--- config.mk ---
export PLATFORM = sky130hd
export DESIGN_NAME = lda_line_scheduler
export DESIGN_NICKNAME = d
export VERILOG_FILES = /design/src/rtl/lda_pkg.sv /design/src/rtl/rr_arbiter.sv /design/src/rtl/lda_line_scheduler.sv
export SDC_FILE = /design/constraint.sdc
export NUM_CORES = 1
export LEC_CHECK = 0
export CAP_MARGIN = 5
export CELL_PAD_IN_SITES_DETAIL_PLACEMENT = 0
export CELL_PAD_IN_SITES_GLOBAL_PLACEMENT = 2
export CORE_ASPECT_RATIO = 2
export CORE_MARGIN = 2
export CORE_UTILIZATION = 24
export CTS_CLUSTER_SIZE = 10
export DETAILED_ROUTE_END_ITERATION = 10
export PLACE_DENSITY_LB_ADDON = 0.15
export SLEW_MARGIN = 0
export SYNTH_ARGS = -nofsm -noshare
export SYNTH_HDL_FRONTEND = slang
export SYNTH_SLANG_ARGS = --single-unit
--- constraint.sdc ---
create_clock -name csi_clockreset_clk -period 2.06 [get_ports csi_clockreset_clk]
set_input_delay 0.206 -clock csi_clockreset_clk [delete_from_list [all_inputs] [get_ports csi_clockreset_clk]]
set_output_delay 0.206 -clock csi_clockreset_clk [all_outputs]
set_load 0.01 [all_outputs]
--- src/rtl/lda_pkg.sv ---
// rtl/lda_pkg.sv - shared types and constants for the LDA line scheduler
package lda_pkg;

    localparam int X_W          = 9;
    localparam int Y_W          = 8;
    localparam int COLOUR_W_MAX = 8;

    typedef enum logic [1:0] {
        IDLE  = 2'd0,
        RUN   = 2'd1,
        DRAIN = 2'd2
    } lda_state_t;

    // Colour is stored at its widest supported size; the scheduler uses the low CW bits.
    typedef struct packed {
        logic [X_W-1:0]          x0;
        logic [Y_W-1:0]          y0;
        logic [X_W-1:0]          x1;
        logic [Y_W-1:0]          y1;
        logic [COLOUR_W_MAX-1:0] colour;
    } line_cmd_t;

endpackage

--- src/rtl/rr_arbiter.sv ---
// rtl/rr_arbiter.sv - combinational round-robin select starting after the last grant
module rr_arbiter #(
    parameter int N  = 2,
    parameter int IW = (N > 1) ? $clog2(N) : 1
) (
    input  logic [N-1:0]  req,
    input  logic [IW-1:0] last_idx,
    output logic [N-1:0]  grant,
    output logic [IW-1:0] grant_idx,
    output logic          grant_valid
);

    logic [IW-1:0] cidx;

    // Scan last_idx+1 .. last_idx+N so the previous winner is considered last.
    always_comb begin
        grant       = '0;
        grant_idx   = '0;
        grant_valid = 1'b0;
        cidx        = '0;
        for (int i = 1; i <= N; i++) begin
            cidx = IW'((int'(last_idx) + i) % N);
            if (!grant_valid && req[cidx]) begin
                grant_valid = 1'b1;
                grant[cidx] = 1'b1;
                grant_idx   = cidx;
            end
        end
    end

endmodule

--- src/rtl/lda_line_scheduler.sv ---
// rtl/lda_line_scheduler.sv - shares one line-drawing datapath among NUM_REQ requesters
module lda_line_scheduler
    import lda_pkg::*;
#(
    parameter int NUM_REQ        = 2,
    parameter int TIMEOUT_CYCLES = 200000,
    parameter int CW             = 3,
    localparam int OW            = (NUM_REQ > 1) ? $clog2(NUM_REQ) : 1
) (
    input  logic                    csi_clockreset_clk,
    input  logic                    csi_clockreset_reset,
    input  logic [NUM_REQ-1:0]      req_valid,
    output logic [NUM_REQ-1:0]      req_ready,
    input  logic [X_W*NUM_REQ-1:0]  req_x0,
    input  logic [Y_W*NUM_REQ-1:0]  req_y0,
    input  logic [X_W*NUM_REQ-1:0]  req_x1,
    input  logic [Y_W*NUM_REQ-1:0]  req_y1,
    input  logic [CW*NUM_REQ-1:0]   req_colour,
    output logic [X_W-1:0]          lda_x0,
    output logic [X_W-1:0]          lda_x1,
    output logic [Y_W-1:0]          lda_y0,
    output logic [Y_W-1:0]          lda_y1,
    output logic                    lda_go,
    input  logic                    lda_done,
    input  logic                    lda_plot,
    output logic                    vga_plot,
    output logic [CW-1:0]           vga_colour,
    output logic                    busy,
    output logic [OW-1:0]           cur_owner,
    output logic                    timeout_err,
    input  logic                    err_clear
);

    localparam int              WD_W    = $clog2(TIMEOUT_CYCLES + 1);
    localparam logic [WD_W-1:0] WD_LAST = WD_W'(TIMEOUT_CYCLES - 1);

    lda_state_t         state;
    logic [WD_W-1:0]    wd_cnt;
    line_cmd_t          cmd_q;
    line_cmd_t          cmd_sel;
    logic [NUM_REQ-1:0] grant;
    logic [OW-1:0]      grant_idx;
    logic               grant_valid;
    logic               unused_colour_bits;

    rr_arbiter #(
        .N  (NUM_REQ),
        .IW (OW)
    ) u_rr_arbiter (
        .req         (req_valid),
        .last_idx    (cur_owner),
        .grant       (grant),
        .grant_idx   (grant_idx),
        .grant_valid (grant_valid)
    );

    always_comb begin
        cmd_sel        = '0;
        cmd_sel.x0     = req_x0[grant_idx*X_W +: X_W];
        cmd_sel.y0     = req_y0[grant_idx*Y_W +: Y_W];
        cmd_sel.x1     = req_x1[grant_idx*X_W +: X_W];
        cmd_sel.y1     = req_y1[grant_idx*Y_W +: Y_W];
        cmd_sel.colour = COLOUR_W_MAX'(req_colour[grant_idx*CW +: CW]);
    end

    always_ff @(posedge csi_clockreset_clk) begin
        if (csi_clockreset_reset) begin
            state       <= IDLE;
            cmd_q       <= '0;
            lda_go      <= 1'b0;
            wd_cnt      <= '0;
            timeout_err <= 1'b0;
            cur_owner   <= OW'(NUM_REQ - 1);
        end else begin
            // A watchdog abort below overrides this clear in the same cycle.
            if (err_clear) begin
                timeout_err <= 1'b0;
            end
            case (state)
                IDLE: begin
                    if (grant_valid) begin
                        cmd_q     <= cmd_sel;
                        cur_owner <= grant_idx;
                        wd_cnt    <= '0;
                        lda_go    <= 1'b1;
                        state     <= RUN;
                    end
                end
                RUN: begin
                    if (wd_cnt != WD_LAST) begin
                        wd_cnt <= wd_cnt + 1'b1;
                    end
                    if (lda_done) begin
                        lda_go <= 1'b0;
                        state  <= DRAIN;
                    end else if (wd_cnt == WD_LAST) begin
                        lda_go      <= 1'b0;
                        timeout_err <= 1'b1;
                        state       <= DRAIN;
                    end
                end
                DRAIN: begin
                    if (!lda_done) begin
                        state <= IDLE;
                    end
                end
                default: begin
                    lda_go <= 1'b0;
                    state  <= IDLE;
                end
            endcase
        end
    end

    assign req_ready  = (state == IDLE) ? grant : '0;
    assign busy       = (state != IDLE);
    assign vga_plot   = lda_plot && (state == RUN);
    assign lda_x0     = cmd_q.x0;
    assign lda_y0     = cmd_q.y0;
    assign lda_x1     = cmd_q.x1;
    assign lda_y1     = cmd_q.y1;
    assign vga_colour = cmd_q.colour[CW-1:0];

    assign unused_colour_bits = ^cmd_q.colour;

endmodule

* After elaboration in Yosys (flattened, before gate mapping)
Cells that the tools add are included.
** Word-level totals
- Register bits :: 60
- Bits in latches :: 0
- Memory bits (writable) :: 0
- ROM bits :: 0
- Input bits :: 81
- Output and inout bits :: 44
- Word-level logic and storage cells :: 77
- Memories :: 0
** Cells by class
- $add $sub $neg :: 3
- $mul :: 2
- Divide/modulo/power cells :: 0
- Magnitude comparators :: 4
- Equality and inequality tests :: 8
- Shift-type cells :: 5
- Multiplexer cells :: 31
- Bitwise operators :: 2
- Reduce and logical (&&, ||, !) cells :: 12
** Operators by type and width (number)
- two-way mux 18 bit :: 2
- one-hot mux 18 bit (2 select lines) :: 1
- variable part select 18 x 6 -> 9 bit :: 2
- variable part select 16 x 5 -> 8 bit :: 2
- adder 18 x 1 -> 18 bit (second input constant) :: 1
- == test 18 bit (second input constant) :: 1
- != test 18 bit (second input constant) :: 1
- two-way mux 1 bit :: 17
- two-way mux 2 bit :: 7
- AND reduction 3 bit :: 3
- != test 2 bit (second input constant) :: 3
- one-hot mux 2 bit (3 select lines) :: 1
- variable part select 6 x 4 -> 3 bit :: 1
- multiplier 1 x 4 -> 5 bit (second input constant) :: 1
- logical AND 1 bit :: 4
- < comparator 1 x 2 -> 1 bit (second input constant) :: 2
- nonzero test 2 bit :: 2
- multiplier 1 x 2 -> 3 bit (second input constant) :: 1
- != test 3 bit (second input constant) :: 1
- one-hot mux 1 bit (3 select lines) :: 1
- adder 1 bit (second input constant) :: 2
- demux 1 bit (select 1 bit) :: 2
- == test 2 x 1 -> 1 bit (second input constant) :: 1
- == test 2 bit (second input constant) :: 1
- other kinds (6) :: 7

* Logic depth before layout (Yosys ltp)
Gate-level depths: netlist of the first run.
- Word-level depth :: 9
- Mapped depth :: 8
- Depth with buffers taken out :: 6

* Hierarchy
A second synthesis of the first run with hierarchy kept.
** Second synthesis, totals
- Cell total of the unflattened synthesis :: 324
- Area total of the unflattened synthesis :: 2842.7 µm²
** By module, submodules not included
- lda_line_scheduler :: instances 1, cells an instance 319, area each 2810.2 µm², seq. area each 1201.2 µm²
- rr_arbiter :: instances 1, cells an instance 5, area each 32.5 µm², seq. area each 0.0 µm²

* Least setup slack after synthesis of the first run
OpenSTA, ideal clock, no wires.
- Kind :: reg2reg
- Start point :: register wd_cnt[0]
- End point :: register wd_cnt[5]
- Setup time :: 0.074 ns
- Arrival time :: 1.698 ns
- Data required time :: 1.986 ns
- Path slack :: 0.288 ns
- Stages on the path, launching flop included :: 7
- Buffers on the path :: 1
- Clock period less this slack :: 1.772 ns
- Cell sequence :: dfxtp_1 -> ha_1 -> nand3_2 -> or2_0 -> buf_6 -> or4_4 -> a31oi_1
** Between the ends
- Cells in the longest elaborated chain, start to end :: 3
- Elaborated cells on any way between the ends :: 6
- Those cells by class :: 1 x add/sub; 2 x eq/ne; 2 x mux; 1 x reduce/logical
** RTL lines
- start: declaration :: line lda_line_scheduler.sv:38 : logic [WD_W-1:0] wd_cnt;
- start signal: assignment :: line lda_line_scheduler.sv:91 : wd_cnt <= wd_cnt + 1'b1;
- adder 18 x 1 -> 18 bit / != test 18 bit (equally long branches) :: line lda_line_scheduler.sv:91, lda_line_scheduler.sv:90
- two-way mux 18 bit / != test 2 bit (equally long branches)
- one-hot mux 18 bit (2 select lines) / AND reduction 3 bit (equally long branches)
Several ways; a longest one is shown, not always the timed one. The select of a mux whose other input is x is not followed.
A chain may end at the register's enable or synchronous reset.

* Worst setup path after layout of the first run
- Start point :: register state[0]
- End point :: output port req_ready[1]
** Between the ends
- Cells in the longest elaborated chain, start to end :: 2
** RTL lines
- start: declaration :: line lda_line_scheduler.sv:37 : lda_state_t state;
- start signal: assignment :: line lda_line_scheduler.sv:68 : state <= IDLE;
- start signal: assignment :: line lda_line_scheduler.sv:86 : state <= RUN;
- start signal: assignment :: line lda_line_scheduler.sv:95 : state <= DRAIN;
- logical NOT 2 bit :: line lda_line_scheduler.sv:115 : assign req_ready = (state == IDLE) ? grant : '0;
- two-way mux 2 bit :: line lda_line_scheduler.sv:115
- end: declaration :: line lda_line_scheduler.sv:13 : output logic [NUM_REQ-1:0] req_ready,
No other way between the ends.

==> out/results.tsv, run 1 <==
metric	value	unit
Critical Path AT	1.70	ns
placed cells	589	
max-cap viol count	0	
fin area	4760	sq um
Sequential Area	1200	sq um
CP endpoint kind	output port	
Initial Utilization	0.246	
routed vias	2919	
Hold Path Sink	wd_cnt[7]	
fraction of registers with async set/reset	0	
register area share after synthesis	0.403	
final setup vio count	0	
Slowest cell on crit path	clkdlybuf4s50_1	
headroom to the max-slew limit	0.610	
final WL	9500	microns
Post-DRT Antenna Nets	0	
YS warnings	0	
Mapped Cells	329	
share of cells above drive strength 1	0.104	
dpl cell area	4420	sq um
pin count of the biggest net entering global routing	76	
CP Cell Sequence	nor2_1, and2_1, clkdlybuf4s50_1	
Mapped Area	2980	sq um
final clock skew	0.00500	ns
Fillers	1282	
Post-synth EDFFs	0	
net count after synthesis	411	
Worst-Margin Slew	0.586	ns
RSZ-0062 raised after global routing	no	
hold depth	2	
worst stage delay on the critical path	0.56	ns
ant diodes	0	
Lkg Pwr	1.78	nW
multi-input logic area	1650	sq um
Clock Tree Root	clkbuf_16	
DR vias/cell	4.80	
total grt overflow	0	
Buf/Inv on CP	1	
routability cong.	0.810	
Main synth FF type	dfxtp_1	
CTS tree	yes	
Tmin final	1.91	ns
DR WL/cell	15.6	microns
Post-Syn Area per Cell	9.07	sq um
H-tree levels	3	
Layout Cells excl Fill	608	
port bufs	124	
core area	12100	sq um
Setup Total Neg Slack	0	ns
vias in the first global route	2902	
Final Max Slew Viols	0	
number of DRC markers in iteration 0	82	
status	finished, final reports clean	
# rows	57	
CP startpoint	state[0]	
endpoints failing hold	0	
DRT Pass-1 Iters	4	
reg2reg start	wd_cnt[0]	
critical path's top delay family	buffers and inverters	
num ports	125	
worst reg2reg endpoint	wd_cnt[5]	
R2R cell count	5	
CTS clk-pin slew, worst paths	0.05	ns
Critical Path Fanout Max	7	
Worst EP required	1.85	ns
R2R setup slack	0.17	ns
Syn-to-layout area delta	59.5	%
Tightest Hold Check Type	input port to flop	
clock sinks	60	
area of the die	13400	sq um
worst setup path category	flop to output port	
Critical Path Start Type	flop	
Yosys cell types	51	
# nets final	538	
register bit total from synthesis	60	
Residual DRC	0	
total CTS buffers	9	
Detailed Place HPWL	7350	microns
Hold Startpoint	csi_clockreset_reset	
GRT Util Overall	0.144	
clk buf depth	2	
initial antenna violation count	0	
Peak VDD IR	415	uV
Max Freq	525	MHz
Final Cycle Share	0.925	
Hold Slack	0.348	ns
PD cells	787	nW/um^2
Clock Latency Late Sink	0.33	ns
first-pass GRT wire length	15200	microns
die height	162	microns
die extent in x	82.8	microns
synthesized netlist by cell type (6+ instances only):
library cell	count	area share
dfxtp_1	60	0.40
nor2_1	50	0.063
a211oi_1	37	0.093
mux2i_1	37	0.12
a21oi_1	17	0.029
o21ai_0	11	0.018
clkbuf_1	9	0.011
nand2_1	9	0.011
nand2b_1	9	0.019
a31oi_1	7	0.015
buf_1	6	0.0075
buf_2	6	0.010
nand3_1	6	0.010
worst max path at each step:
| stage | to | depth (start not counted) |
|---|---|---|
| after floorplan | wd_cnt[5] | 6 |
| after global placement | wd_cnt[8] | 6 |
| after detailed placement | wd_cnt[16] | 6 |
| after CTS | wd_cnt[16] | 6 |
| after global routing | wd_cnt[8] | 7 |
| final | req_ready[1] | 3 |
placed cells by master, fill, tap and decap left out, types with 2 or more instances in the layout:
cell type,count
clkinv_2,3
nor4bb_1,2
buf_12,2
inv_1,3
a31oi_1,7
a311oi_1,3
clkbuf_16,9
nand4b_1,2
nor4_4,2
o221ai_1,4
or4_1,4
and3_1,2
nand3_1,6
a21oi_1,17
mux2i_1,37
nand3b_1,2
nand2b_1,9
dfxtp_1,60
nand2_1,9
and2_1,3
clkdlybuf4s50_1,123
a211oi_1,37
buf_4,16
nor3_1,5
nand4_1,3
nand2_4,2
bufinv_16,2
nor2b_1,2
o21ai_0,11
nor2_1,50
layer usage:
layer  part of all wire  GRT usage  vias up
met5                  0          0        -
met4              0.028     0.0678        0
met3              0.054     0.0391       15
met2               0.58      0.277       92
met1               0.34      0.138     1331
li1                   -          -     1481
where the power goes:
group	internal, mW	switching (mW)	total (mW)	leakage [nW]
clock network	1.08	0.525	1.61	0.159
registers	1.26	0.0542	1.31	0.494
logic	0.459	0.363	0.822	1.12
total	2.80	0.943	3.75	1.78
logic make-up after synthesis:
logic type	synth area share
buf+inv	0.0495
mux	0.124
flops	0.403
compound gates	0.206
xor+xnor	0.00294
fa+ha+maj	0.00419
simple gates	0.211
stage by stage:
step | worst slack [ns] | util | total power, mW
finish | 0.155 | 0.392 | 3.75
global placement | 0.103 | 0.364 | 2.17
detailed placement | 0.0483 | 0.364 | 2.17
CTS | 0.0242 | 0.391 | 3.81
floorplan | 0.288 | - | 1.70
global route | 0.0258 | 0.392 | 3.93
layout make-up:
cell class	instances	area share
clock buffer	11	0.0510
clock inverter	5	0.0158
sequential	60	0.252
timing repair buffer	142	0.294
multi-input combinational	240	0.346
inverter	3	0.00237
tap	147	0.0387
sequential cells by signal, indices dropped and copies added (netlist names):
register	cells
wd_cnt	18
lda_x0	9
lda_x1	9
lda_y0	8
lda_y1	8
vga_colour	3
state	2
cur_owner	1
lda_go	1
timeout_err	1
timing repair:
item	in CTS	in global routing
gates resized for setup	0	1
hold buffers	0	0
setup buffers	0	3
endpoints found under the setup margin	0	9
No activity file was read; power rests on OpenSTA's default activity.
==> inputs of run 2 (changes only) <==
- clock period: 2.06 -> 2 ns (I/O delays scaled with it)
==> out/results.tsv, run 2 (same netlist as run 1, synthesis figures left out) <==
metric	value	unit
Initial Utilization	0.246	
H-tree levels	3	
routed vias	2956	
DRT Pass-1 Iters	4	
Critical Path Start Type	flop	
Hold Startpoint	csi_clockreset_reset	
total CTS buffers	9	
most frequent cells in the layout	123 x clkdlybuf4s50_1, 60 x dfxtp_1, 49 x nor2_1	
clk buf depth	2	
headroom to the max-slew limit	0.601	
endpoints failing hold	0	
Setup Total Neg Slack	0	ns
core area	12100	sq um
Setup WS post-layout	0.101	ns
CP endpoint kind	flop	
RSZ-0062 raised after global routing	no	
worst setup path category	flop to flop	
CTS tree	yes	
CTS Hold Bufs	0	
worst stage delay on the critical path	0.47	ns
# nets final	539	
number of DRC markers in iteration 0	117	
Final Cycle Share	0.950	
max reg flops	18	
status	finished, final reports clean	
share of cells above drive strength 1	0.108	
Residual DRC	0	
final clock skew	0.00481	ns
Buf/Inv on CP	1	
Critical Path AT	2.15	ns
num ports	125	
area of the die	13400	sq um
final WL	9660	microns
Fillers	1303	
clock sinks	60	
DR vias/cell	4.85	
CP startpoint	wd_cnt[0]	
CP Cell Sequence	ha_1, nand3_2, or2_1, o21ai_4, buf_4, or4_1, o221ai_1	
Layout Utilization	0.389	
Detailed Place HPWL	7350	microns
Slowest cell on crit path	or4_1	
Critical Path Fanout Max	10	
ant diodes	0	
initial antenna violation count	0	
die extent in x	82.8	microns
final setup vio count	0	
pin count of the biggest net entering global routing	75	
# rows	57	
Tmin final	1.90	ns
dpl ws	0.00722	ns
vias in the first global route	3040	
first-pass GRT wire length	15400	microns
Worst EP required	2.25	ns
critical path's top delay family	simple AND/OR/NAND/NOR gates	
port bufs	124	
Peak VDD IR	380	uV
GRT Util Overall	0.145	
Post-DRT Antenna Nets	0	
most common cell after layout, fill and taps aside	clkdlybuf4s50_1	
max-cap viol count	0	
Tightest Hold Check Type	input port to flop	
Clock Latency Late Sink	0.33	ns
DR WL/cell	15.9	microns
Lkg Pwr	1.76	nW
Max Freq	526	MHz
reg2reg start	wd_cnt[0]	
routability cong.	0.799	
Clock Tree Root	clkbuf_16	
PD cells	766	nW/um^2
Syn-to-layout area delta	58.2	%
total grt overflow	0	
Top reg by flops	wd_cnt	
CTS clk-pin slew, worst paths	0.06	ns
die height	162	microns
R2R setup slack	0.10	ns
Worst-Margin Slew	0.598	ns
Final Max Slew Viols	0	
run 2: changes by cell type in the layout (fill, tap and decap cells not counted):
cell,before,now
buf_4,16,17
bufinv_16,2,0
clkinv_2,3,4
clkinvlp_4,0,1
nor2_1,50,49
nor2_2,0,1
run 2: worst paths after layout:
kind	depth (start not counted)	end
setup / recovery	7	wd_cnt[14]
hold / removal	2	wd_cnt[7]
setup reg to reg	7	wd_cnt[14]
hold reg to reg	2	lda_y1[5]
run 2: cell type report:
cell class | instances | area [sq um] | area share
inverters | 3 | 11.3 | 0.00239
multi-input cells | 240 | 1650 | 0.349
repair buffers | 143 | 1400 | 0.297
clock buffers | 11 | 243 | 0.0514
well taps | 147 | 184 | 0.0390
flip-flops and latches | 60 | 1200 | 0.255
clock inverters | 5 | 27.5 | 0.00583
run 2: through the flow:
stage	total power, mW	std cells	instance area [sq um]	hold slack [ns]
finish	3.62	609	4720	0.258
global route	3.81	609	4720	0.308
CTS	3.68	607	4700	0.263
detailed placement	2.23	591	4430	0.479
global placement	2.23	591	4430	0.482
floorplan	1.76	329	2980	0.345
run 2: worst register-to-register path, stage by stage (launching register included):
cell and delay [ns]:
dfxtp_1 0.34, ha_1 0.25, nand3_2 0.12, or2_1 0.24, o21ai_4 0.12, buf_4 0.19, or4_1 0.47, o221ai_1 0.08
run 2: repair_timing:
item                                    in CTS  in global routing
endpoints found under the setup margin       2                 10
gates resized for setup                      0                  2
pin swaps                                    1                  1
buffers inserted                             0                  2
run 2: power breakdown:
part	leakage (nW)	switching, mW	internal (mW)
combinational	1.13	0.378	0.470
clock	0.135	0.552	0.862
sequential	0.494	0.0570	1.30
total	1.76	0.987	2.63
run 2: routing by layer:
| layer | global-route usage | up-vias | wire, microns |
|---|---|---|---|
| li1 | - | 1482 | - |
| met1 | 0.137 | 1372 | 3420 |
| met2 | 0.284 | 88 | 5550 |
| met3 | 0.0391 | 14 | 475 |
| met4 | 0.0611 | 0 | 214 |
| met5 | 0 | - | 0 |
